==> config.mk <==
export PLATFORM = sky130hd
export DESIGN_NAME = spi_slave_sample_port_flat
export DESIGN_NICKNAME = d
export VERILOG_FILES = /design/src/rtl/spi_slave_sample_port_if.sv /design/src/rtl/spi_slave_sample_port.sv /design/src/flat_wrapper.sv
export SDC_FILE = /design/constraint.sdc
export NUM_CORES = 1
export LEC_CHECK = 0
export BUFFER_PORTS_ARGS = -buffer_cell sky130_fd_sc_hd__buf_2
export CAP_MARGIN = 20
export CORE_ASPECT_RATIO = 1.75
export CORE_MARGIN = 2
export CORE_UTILIZATION = 60
export DETAILED_ROUTE_END_ITERATION = 6
export PLACE_DENSITY = 0.84
export SYNTH_ARGS = -nofsm -noshare
export SYNTH_HDL_FRONTEND = slang
export SYNTH_SLANG_ARGS = --single-unit
==> constraint.sdc <==
create_clock -name CLK_FAST -period 2.85 [get_ports CLK_FAST]
set_input_delay 0.1425 -clock CLK_FAST [delete_from_list [all_inputs] [get_ports CLK_FAST]]
set_output_delay 0.1425 -clock CLK_FAST [all_outputs]
set_load 0.01 [all_outputs]
==> src/rtl/spi_slave_sample_port_if.sv <==
// SPI pins plus FIFO read side and RX/status strobes of the sample port.
// Handshake semantics: TX_RDREQ is a one-cycle pop of the show-ahead FIFO.
// RX_VALID, FIN and ABORT are one-cycle strobes. No back-pressure exists on any of them.
interface spi_slave_sample_port_if #(
  parameter int WORD_BITS = 16
);
  logic                 SCK;
  logic                 CSbar;
  logic                 MOSI;
  logic                 MISO;
  logic                 MISO_OE;
  logic [WORD_BITS-1:0] TX_DATA;
  logic                 TX_EMPTY;
  logic                 TX_RDREQ;
  logic [WORD_BITS-1:0] RX_DATA;
  logic                 RX_VALID;
  logic                 FIN;
  logic                 ABORT;
  logic                 BUSY;

  modport slave (
    input  SCK, CSbar, MOSI, TX_DATA, TX_EMPTY,
    output MISO, MISO_OE, TX_RDREQ, RX_DATA, RX_VALID, FIN, ABORT, BUSY
  );

  modport master (
    output SCK, CSbar, MOSI, TX_DATA, TX_EMPTY,
    input  MISO, MISO_OE, TX_RDREQ, RX_DATA, RX_VALID, FIN, ABORT, BUSY
  );
endinterface

==> src/rtl/spi_slave_sample_port.sv <==
// Mode-0 SPI responder: shifts FIFO words out on MISO and captures one
// command word per frame. SPI pins are oversampled in the CLK_FAST domain.
module spi_slave_sample_port #(
  parameter int               WORD_BITS   = 16,
  parameter int               SYNC_STAGES = 2,
  parameter logic [WORD_BITS-1:0] EMPTY_CODE = 16'h8000
) (
  input  logic                    CLK_FAST,
  input  logic                    RST,
  input  logic                    ENA,
  spi_slave_sample_port_if.slave  bus,
  output logic [1:0]              STATE_DBG
);
  localparam int CW = $clog2(WORD_BITS + 1);
  localparam logic [CW-1:0] LAST_BIT  = CW'(WORD_BITS - 1);
  localparam logic [CW-1:0] WORD_CNT  = CW'(WORD_BITS);

  typedef enum logic [1:0] {
    ST_IDLE  = 2'd0,
    ST_LOAD  = 2'd1,
    ST_SHIFT = 2'd2,
    ST_DONE  = 2'd3
  } state_t;

  state_t state;

  logic [SYNC_STAGES-1:0] sck_q, cs_q, mosi_q;
  logic                   sck_d, cs_d;
  logic                   sck_sync, cs_sync, mosi_sync;
  logic                   sck_rise, sck_fall, cs_fall, cs_rise;

  logic [WORD_BITS-1:0]   tx_shift, rx_shift, rx_data_q;
  logic [CW-1:0]          bitcnt;
  logic                   have_word, done_first;
  logic                   miso_q, miso_oe_q, rdreq_q, rx_valid_q, fin_q, abort_q;

  // CSbar chain resets high so a deasserted chip select is never seen as a fall.
  always_ff @(posedge CLK_FAST) begin
    if (RST) begin
      sck_q  <= '0;
      cs_q   <= '1;
      mosi_q <= '0;
      sck_d  <= 1'b0;
      cs_d   <= 1'b1;
    end else begin
      sck_q  <= {sck_q[SYNC_STAGES-2:0], bus.SCK};
      cs_q   <= {cs_q[SYNC_STAGES-2:0], bus.CSbar};
      mosi_q <= {mosi_q[SYNC_STAGES-2:0], bus.MOSI};
      sck_d  <= sck_q[SYNC_STAGES-1];
      cs_d   <= cs_q[SYNC_STAGES-1];
    end
  end

  assign sck_sync  = sck_q[SYNC_STAGES-1];
  assign cs_sync   = cs_q[SYNC_STAGES-1];
  assign mosi_sync = mosi_q[SYNC_STAGES-1];
  assign sck_rise  = sck_sync & ~sck_d;
  assign sck_fall  = ~sck_sync & sck_d;
  assign cs_fall   = ~cs_sync & cs_d;
  assign cs_rise   = cs_sync & ~cs_d;

  always_ff @(posedge CLK_FAST) begin
    if (RST) miso_oe_q <= 1'b0;
    else     miso_oe_q <= ENA & ~cs_sync;
  end

  always_ff @(posedge CLK_FAST) begin
    if (RST) begin
      state      <= ST_IDLE;
      tx_shift   <= '0;
      rx_shift   <= '0;
      rx_data_q  <= '0;
      bitcnt     <= '0;
      have_word  <= 1'b0;
      done_first <= 1'b0;
      miso_q     <= 1'b0;
      rdreq_q    <= 1'b0;
      rx_valid_q <= 1'b0;
      fin_q      <= 1'b0;
      abort_q    <= 1'b0;
    end else begin
      rdreq_q    <= 1'b0;
      rx_valid_q <= 1'b0;
      fin_q      <= 1'b0;
      abort_q    <= 1'b0;
      case (state)
        ST_IDLE: begin
          miso_q     <= 1'b0;
          done_first <= 1'b0;
          if (cs_fall && ENA) state <= ST_LOAD;
        end
        ST_LOAD: begin
          if (!ENA || cs_rise) begin
            abort_q <= 1'b1;
            miso_q  <= 1'b0;
            state   <= ST_IDLE;
          end else begin
            if (!bus.TX_EMPTY) begin
              tx_shift  <= bus.TX_DATA;
              have_word <= 1'b1;
              miso_q    <= bus.TX_DATA[WORD_BITS-1];
            end else begin
              tx_shift  <= EMPTY_CODE;
              have_word <= 1'b0;
              miso_q    <= EMPTY_CODE[WORD_BITS-1];
            end
            bitcnt <= '0;
            state  <= ST_SHIFT;
          end
        end
        ST_SHIFT: begin
          // A final rising edge wins over a coincident CSbar rise.
          if (!ENA) begin
            abort_q <= 1'b1;
            miso_q  <= 1'b0;
            state   <= ST_IDLE;
          end else if (sck_rise && bitcnt == LAST_BIT) begin
            rx_shift   <= {rx_shift[WORD_BITS-2:0], mosi_sync};
            bitcnt     <= bitcnt + 1'b1;
            done_first <= 1'b1;
            state      <= ST_DONE;
          end else if (cs_rise) begin
            abort_q <= 1'b1;
            miso_q  <= 1'b0;
            state   <= ST_IDLE;
          end else if (sck_rise) begin
            rx_shift <= {rx_shift[WORD_BITS-2:0], mosi_sync};
            bitcnt   <= bitcnt + 1'b1;
          end else if (sck_fall && bitcnt < WORD_CNT) begin
            tx_shift <= {tx_shift[WORD_BITS-2:0], 1'b0};
            miso_q   <= tx_shift[WORD_BITS-2];
          end
        end
        ST_DONE: begin
          miso_q <= 1'b0;
          if (done_first) begin
            rx_data_q  <= rx_shift;
            rx_valid_q <= 1'b1;
            fin_q      <= 1'b1;
            rdreq_q    <= have_word;
            done_first <= 1'b0;
          end
          if (cs_sync || !ENA) state <= ST_IDLE;
        end
        default: state <= ST_IDLE;
      endcase
    end
  end

  assign bus.MISO     = miso_q;
  assign bus.MISO_OE  = miso_oe_q;
  assign bus.TX_RDREQ = rdreq_q;
  assign bus.RX_DATA  = rx_data_q;
  assign bus.RX_VALID = rx_valid_q;
  assign bus.FIN      = fin_q;
  assign bus.ABORT    = abort_q;
  assign bus.BUSY     = (state != ST_IDLE);
  assign STATE_DBG    = state;
endmodule

==> src/flat_wrapper.sv <==
// flat-port wrapper written by rule: the top's interface ports become plain ports
module spi_slave_sample_port_flat 
#(
  parameter int               WORD_BITS   = 16,
  parameter int               SYNC_STAGES = 2,
  parameter logic [WORD_BITS-1:0] EMPTY_CODE = 16'h8000
)
  (CLK_FAST, RST, ENA, STATE_DBG, bus_SCK, bus_CSbar, bus_MOSI, bus_TX_DATA, bus_TX_EMPTY, bus_MISO, bus_MISO_OE, bus_TX_RDREQ, bus_RX_DATA, bus_RX_VALID, bus_FIN, bus_ABORT, bus_BUSY);
  spi_slave_sample_port_if #(.WORD_BITS(WORD_BITS)) bus_i ();
  input  logic CLK_FAST;
  input  logic RST;
  input  logic ENA;
  output logic [1:0] STATE_DBG;
  input wire logic [$bits(bus_i.SCK)-1:0] bus_SCK;
  input wire logic [$bits(bus_i.CSbar)-1:0] bus_CSbar;
  input wire logic [$bits(bus_i.MOSI)-1:0] bus_MOSI;
  input wire logic [$bits(bus_i.TX_DATA)-1:0] bus_TX_DATA;
  input wire logic [$bits(bus_i.TX_EMPTY)-1:0] bus_TX_EMPTY;
  output wire logic [$bits(bus_i.MISO)-1:0] bus_MISO;
  output wire logic [$bits(bus_i.MISO_OE)-1:0] bus_MISO_OE;
  output wire logic [$bits(bus_i.TX_RDREQ)-1:0] bus_TX_RDREQ;
  output wire logic [$bits(bus_i.RX_DATA)-1:0] bus_RX_DATA;
  output wire logic [$bits(bus_i.RX_VALID)-1:0] bus_RX_VALID;
  output wire logic [$bits(bus_i.FIN)-1:0] bus_FIN;
  output wire logic [$bits(bus_i.ABORT)-1:0] bus_ABORT;
  output wire logic [$bits(bus_i.BUSY)-1:0] bus_BUSY;
  assign bus_i.SCK = bus_SCK;
  assign bus_i.CSbar = bus_CSbar;
  assign bus_i.MOSI = bus_MOSI;
  assign bus_i.TX_DATA = bus_TX_DATA;
  assign bus_i.TX_EMPTY = bus_TX_EMPTY;
  assign bus_MISO = bus_i.MISO;
  assign bus_MISO_OE = bus_i.MISO_OE;
  assign bus_TX_RDREQ = bus_i.TX_RDREQ;
  assign bus_RX_DATA = bus_i.RX_DATA;
  assign bus_RX_VALID = bus_i.RX_VALID;
  assign bus_FIN = bus_i.FIN;
  assign bus_ABORT = bus_i.ABORT;
  assign bus_BUSY = bus_i.BUSY;
  spi_slave_sample_port #(.WORD_BITS(WORD_BITS), .SYNC_STAGES(SYNC_STAGES), .EMPTY_CODE(EMPTY_CODE)) u_core (.CLK_FAST(CLK_FAST), .RST(RST), .ENA(ENA), .bus(bus_i), .STATE_DBG(STATE_DBG));
endmodule
==> impl_results.md <==
* Run status: finished, final reports clean
* Sink count of the clock tree at 69
* CTS clock-pin slew for the worst setup and hold paths at ~0.07 ns
* Average detailed-routed wire length per instance at 13.48 um
* P_int at approximately 1.5 mW
* Pin count of the biggest net entering global routing at 65
* Master cell of the clock root buffer: sky130_fd_sc_hd__clkbuf_8
* Signed area change from the synthesized netlist to the final layout at 15.13%
* Number of rows in the core area at 33
* TNS Setup at 0 ns
* Via count of the first global-routing pass at slightly above 2000
* Vias per cell at 5.640
* Setup repair after global routing missed its margin: false
* Synth unique cells at 40
* Series of cell instances along the critical path: inv_1 -> ha_1 -> and2_2 -> o211a_1 -> buf_4 -> mux2i_1 -> nor2_1
* Min Tclk post-route at about 2.2 ns
* Static power due to leakage at roughly 1.3 nW
* Worst Path Class, Setup: flip-flop to flip-flop
* Worst EP arrival at about 2.4 ns
* Synthesized Nets at approximately 340
* Final period util at between 70% and 80%
* Std-Cell Core Area at 4666 um^2
* Overflow after GRT at 0
* Antenna-violating nets left at 0
* Fraction of power consumed by sequential logic at around 50%
* Worst endpoint required time at just over 3 ns
* Post-detail-place hpwl at between 3000 and 4000 um
* Clock latency of the later-clocked register in the worst-skew pair at 0.34 ns
* GRT Util Overall at about 22%
* Net count, final at 381
* Portion of the post-synthesis area used by sequential elements at between 40% and 50%
* Setup repair bufs after CTS at 0
* Post-Place Setup Slack at ~0.74 ns
* Slowest stage delay, CP at ~0.5 ns
* Clock power share at 40.3%
* Vertical extent of the die at 96.15 um
* Type of origin of the critical path: flip-flop
* PostCTS Resize Cnt at 0
* Post-synthesis sequential element count at 69
* Area of the die at 5448 um^2
* Part of the total power dissipated in combinational logic at roughly 8.6%
* Hold Crit Class: input port to flip-flop
* Post-route clock skew at around 0.0059 ns
* Number of design-rule violations left by the first detailed-router iteration at 90
* Synthesized area divided by synthesized cell count at around 9.5 um^2
* Minimum setup slack in the final design at ~0.69 ns
* Net Sw Power at ~0.45 mW
* Number of maximum-capacitance violations at 0
* Maximum net fanout on the critical path at 16
* Delay-heaviest family, CP: adder cells
* Number of CTS-inserted buffers at 9
* Achievable clock frequency at roughly 460 MHz
* Global-route wire length before repair at just over 9000 um
* Type of element capturing the critical path: flip-flop
* Total number of yosys warnings at 0
* Sum of routed wire length over all layers at 5474 um
* Antenna diode instance count at 0
* Master of the slowest instance on the critical path: sky130_fd_sc_hd__ha_1
* X dimension of the die at roughly 57 um
* Switching Fraction at 22.63%
* Synthesized netlist cell count at approximately 300
* Maximum ir drop on the vdd rail at 0.0005015 V
* I/O Buffers at 47
* H-tree depth reported by CTS at 3
* Worst-margin pin slew at 0.6964 ns
* Fraction of layout instances using a drive strength above 1 at about a quarter
* Worst-case clock buffer depth at 2
* Total buffers and inverters traversed by the critical path at 2
* Iteration count of the initial detailed-routing pass at 4
* Initial core utilization at between 60% and 70%
* Initial antenna violation count at 0
* Count of final setup violators at 0
* Synthesized cell area at approximately 2900 um^2
* Fin. Hold Viols at 0
* Tightest slew margin relative to the limit at a little over half
* Clock tree from TritonCTS: yes
* Total power density per cell area at ~590 nW/um^2
* Detailed-route via count at 2290
* Total count of max-transition violations in the final report at 0
* Last weighted congestion value of the routability-driven placer at slightly below 0.8
* Number of top-level pins at 48
* DR DRC count at 0
-- final timing paths --
check / from / to / slack [ns] / depth (start not counted)
hold / removal: bus_SCK / u_core.sck_q[0] / 0.008 / 2
setup / recovery: u_core.STATE_DBG[0] / u_core.rx_shift[7] / 0.69 / 7
setup reg to reg: u_core.STATE_DBG[0] / u_core.rx_shift[7] / 0.69 / 7
hold reg to reg: u_core.cs_q[0] / u_core.cs_q[1] / 0.42 / 1
-- cells in the mapped netlist --
library cell | number | area [um^2]
sky130_fd_sc_hd__a211o_1 | 1 | 8.760
sky130_fd_sc_hd__a211oi_2 | 14 | 175.2
sky130_fd_sc_hd__a211oi_4 | 1 | 20.02
sky130_fd_sc_hd__a21boi_0 | 1 | 7.510
sky130_fd_sc_hd__a21oi_1 | 27 | 135.1
sky130_fd_sc_hd__a21oi_2 | 1 | 8.760
sky130_fd_sc_hd__a22o_1 | 1 | 8.760
sky130_fd_sc_hd__a22oi_1 | 13 | 97.59
sky130_fd_sc_hd__a311oi_1 | 4 | 35.03
sky130_fd_sc_hd__a32oi_1 | 1 | 8.760
sky130_fd_sc_hd__a41oi_1 | 1 | 8.760
sky130_fd_sc_hd__and2_1 | 1 | 6.260
sky130_fd_sc_hd__and2_2 | 1 | 7.510
sky130_fd_sc_hd__and2b_1 | 2 | 15.01
sky130_fd_sc_hd__and3_1 | 2 | 12.51
sky130_fd_sc_hd__and3b_1 | 1 | 8.760
sky130_fd_sc_hd__buf_1 | 1 | 3.750
sky130_fd_sc_hd__buf_2 | 3 | 15.01
sky130_fd_sc_hd__buf_4 | 2 | 15.01
sky130_fd_sc_hd__buf_6 | 4 | 45.04
sky130_fd_sc_hd__clkbuf_1 | 10 | 37.54
sky130_fd_sc_hd__clkinv_1 | 1 | 3.750
sky130_fd_sc_hd__dfxtp_1 | 69 | 1381
sky130_fd_sc_hd__ha_1 | 7 | 87.58
sky130_fd_sc_hd__inv_1 | 5 | 18.77
sky130_fd_sc_hd__mux2i_1 | 20 | 200.2
sky130_fd_sc_hd__nand2_1 | 40 | 150.1
sky130_fd_sc_hd__nand2b_1 | 4 | 25.02
sky130_fd_sc_hd__nand3_1 | 4 | 20.02
sky130_fd_sc_hd__nand3b_1 | 6 | 45.04
sky130_fd_sc_hd__nand4_1 | 2 | 12.51
sky130_fd_sc_hd__nand4bb_4 | 1 | 27.53
sky130_fd_sc_hd__nor2_1 | 36 | 135.1
sky130_fd_sc_hd__nor2b_1 | 6 | 37.54
sky130_fd_sc_hd__nor3_1 | 2 | 10.01
sky130_fd_sc_hd__nor3b_1 | 1 | 7.510
sky130_fd_sc_hd__o211a_1 | 2 | 20.02
sky130_fd_sc_hd__o211ai_1 | 2 | 15.01
sky130_fd_sc_hd__o21ai_0 | 3 | 15.01
sky130_fd_sc_hd__or2_2 | 3 | 18.77
-- registers in the layout, indices dropped and copies added, names as in the netlist, 2 cells and up --
register            cells
u_core.bitcnt           5
u_core.STATE_DBG        2
u_core.cs_q             2
u_core.rx_shift        16
u_core.tx_shift        15
u_core.bus.RX_DATA     16
u_core.sck_q            2
u_core.mosi_q           2
-- power by group through the flow --
stage               logic, mW  clock network [mW]  registers, mW
floorplan               0.126                   0           1.03
CTS                     0.171               0.812           1.01
detailed placement      0.168                   0           1.03
global placement        0.164                   0           1.03
finish                  0.171               0.796           1.01
global route            0.188               0.852           1.01
-- worst register-to-register path, stage by stage, from the launching register on --
cell                      delay (ns)
sky130_fd_sc_hd__dfxtp_1        0.36
sky130_fd_sc_hd__inv_1          0.10
sky130_fd_sc_hd__ha_1           0.49
sky130_fd_sc_hd__and2_2         0.30
sky130_fd_sc_hd__o211a_1        0.16
sky130_fd_sc_hd__buf_4          0.27
sky130_fd_sc_hd__mux2i_1        0.25
sky130_fd_sc_hd__nor2_1         0.07
-- layout by cell type, fill, tap and decap left out, types with 3 or more instances in the layout --
| master | instances |
|---|---|
| sky130_fd_sc_hd__dfxtp_1 | 69 |
| sky130_fd_sc_hd__buf_2 | 47 |
| sky130_fd_sc_hd__nand2_1 | 40 |
| sky130_fd_sc_hd__nor2_1 | 36 |
| sky130_fd_sc_hd__a21oi_1 | 27 |
| sky130_fd_sc_hd__mux2i_1 | 20 |
| sky130_fd_sc_hd__a211oi_2 | 14 |
| sky130_fd_sc_hd__a22oi_1 | 13 |
| sky130_fd_sc_hd__clkbuf_8 | 12 |
| sky130_fd_sc_hd__ha_1 | 7 |
| sky130_fd_sc_hd__nor2b_1 | 6 |
| sky130_fd_sc_hd__nand3b_1 | 6 |
| sky130_fd_sc_hd__inv_1 | 5 |
| sky130_fd_sc_hd__buf_4 | 5 |
| sky130_fd_sc_hd__nand2b_1 | 4 |
| sky130_fd_sc_hd__nand3_1 | 4 |
| sky130_fd_sc_hd__a311oi_1 | 4 |
| sky130_fd_sc_hd__or2_2 | 3 |
| sky130_fd_sc_hd__o21ai_0 | 3 |
-- per-stage QoR --
| step | power (mW) | area (um^2) | instances | hold WS [ns] | utilization (%) |
|---|---|---|---|---|---|
| final | 1.976 | 3352 | 406 | 0.008205 | 71.84 |
| after global routing | 2.052 | 3352 | 406 | 0.01724 | 71.84 |
| after CTS | 1.992 | 3352 | 406 | 0.002470 | 71.84 |
| after detailed placement | 1.198 | 3133 | 390 | 0.3294 | 67.15 |
| after global placement | 1.192 | 3133 | 390 | 0.3245 | 67.15 |
| after floorplan | 1.154 | 2912 | 306 | 0.2328 | - |
-- area by class of cell --
cell class	instances	area [um^2]
repair buffers	54	292.8
clock inverters	1	30.03
flip-flops and latches	69	1381
inverters	6	22.52
fillers	365	1314
clock buffers	13	168.9
multi-input cells	211	1391
well taps	52	65.06
-- routing by layer --
layer  up-vias  global-route usage (%)  part of all wire, %
met5         -                       0                    0
met4         0                   13.69                  2.6
met3        10                   4.435                  3.9
met2        51                   38.37                   53
met1      1074                   25.04                   41
li1       1155                       -                    -
-- kinds of logic (layout without fill, tap and decap cells) --
logic type	Yosys count	after routing	synth area share, %
adder cells (fa/ha/maj)	7	7	3.008
multiplexers	20	20	6.876
AND/OR/NAND/NOR	112	112	18.52
flip-flops	69	69	47.44
AO/OA/AOI/OAI	72	72	19.38
buffers and inverters	26	74	4.770
-- timing repair --
action / in CTS / in global routing
endpoints found under the setup margin: 0 / 0
hold buffers: 2 / 0
endpoints found under the hold margin: 2 / 0
Power figures use the tool's default switching activity.
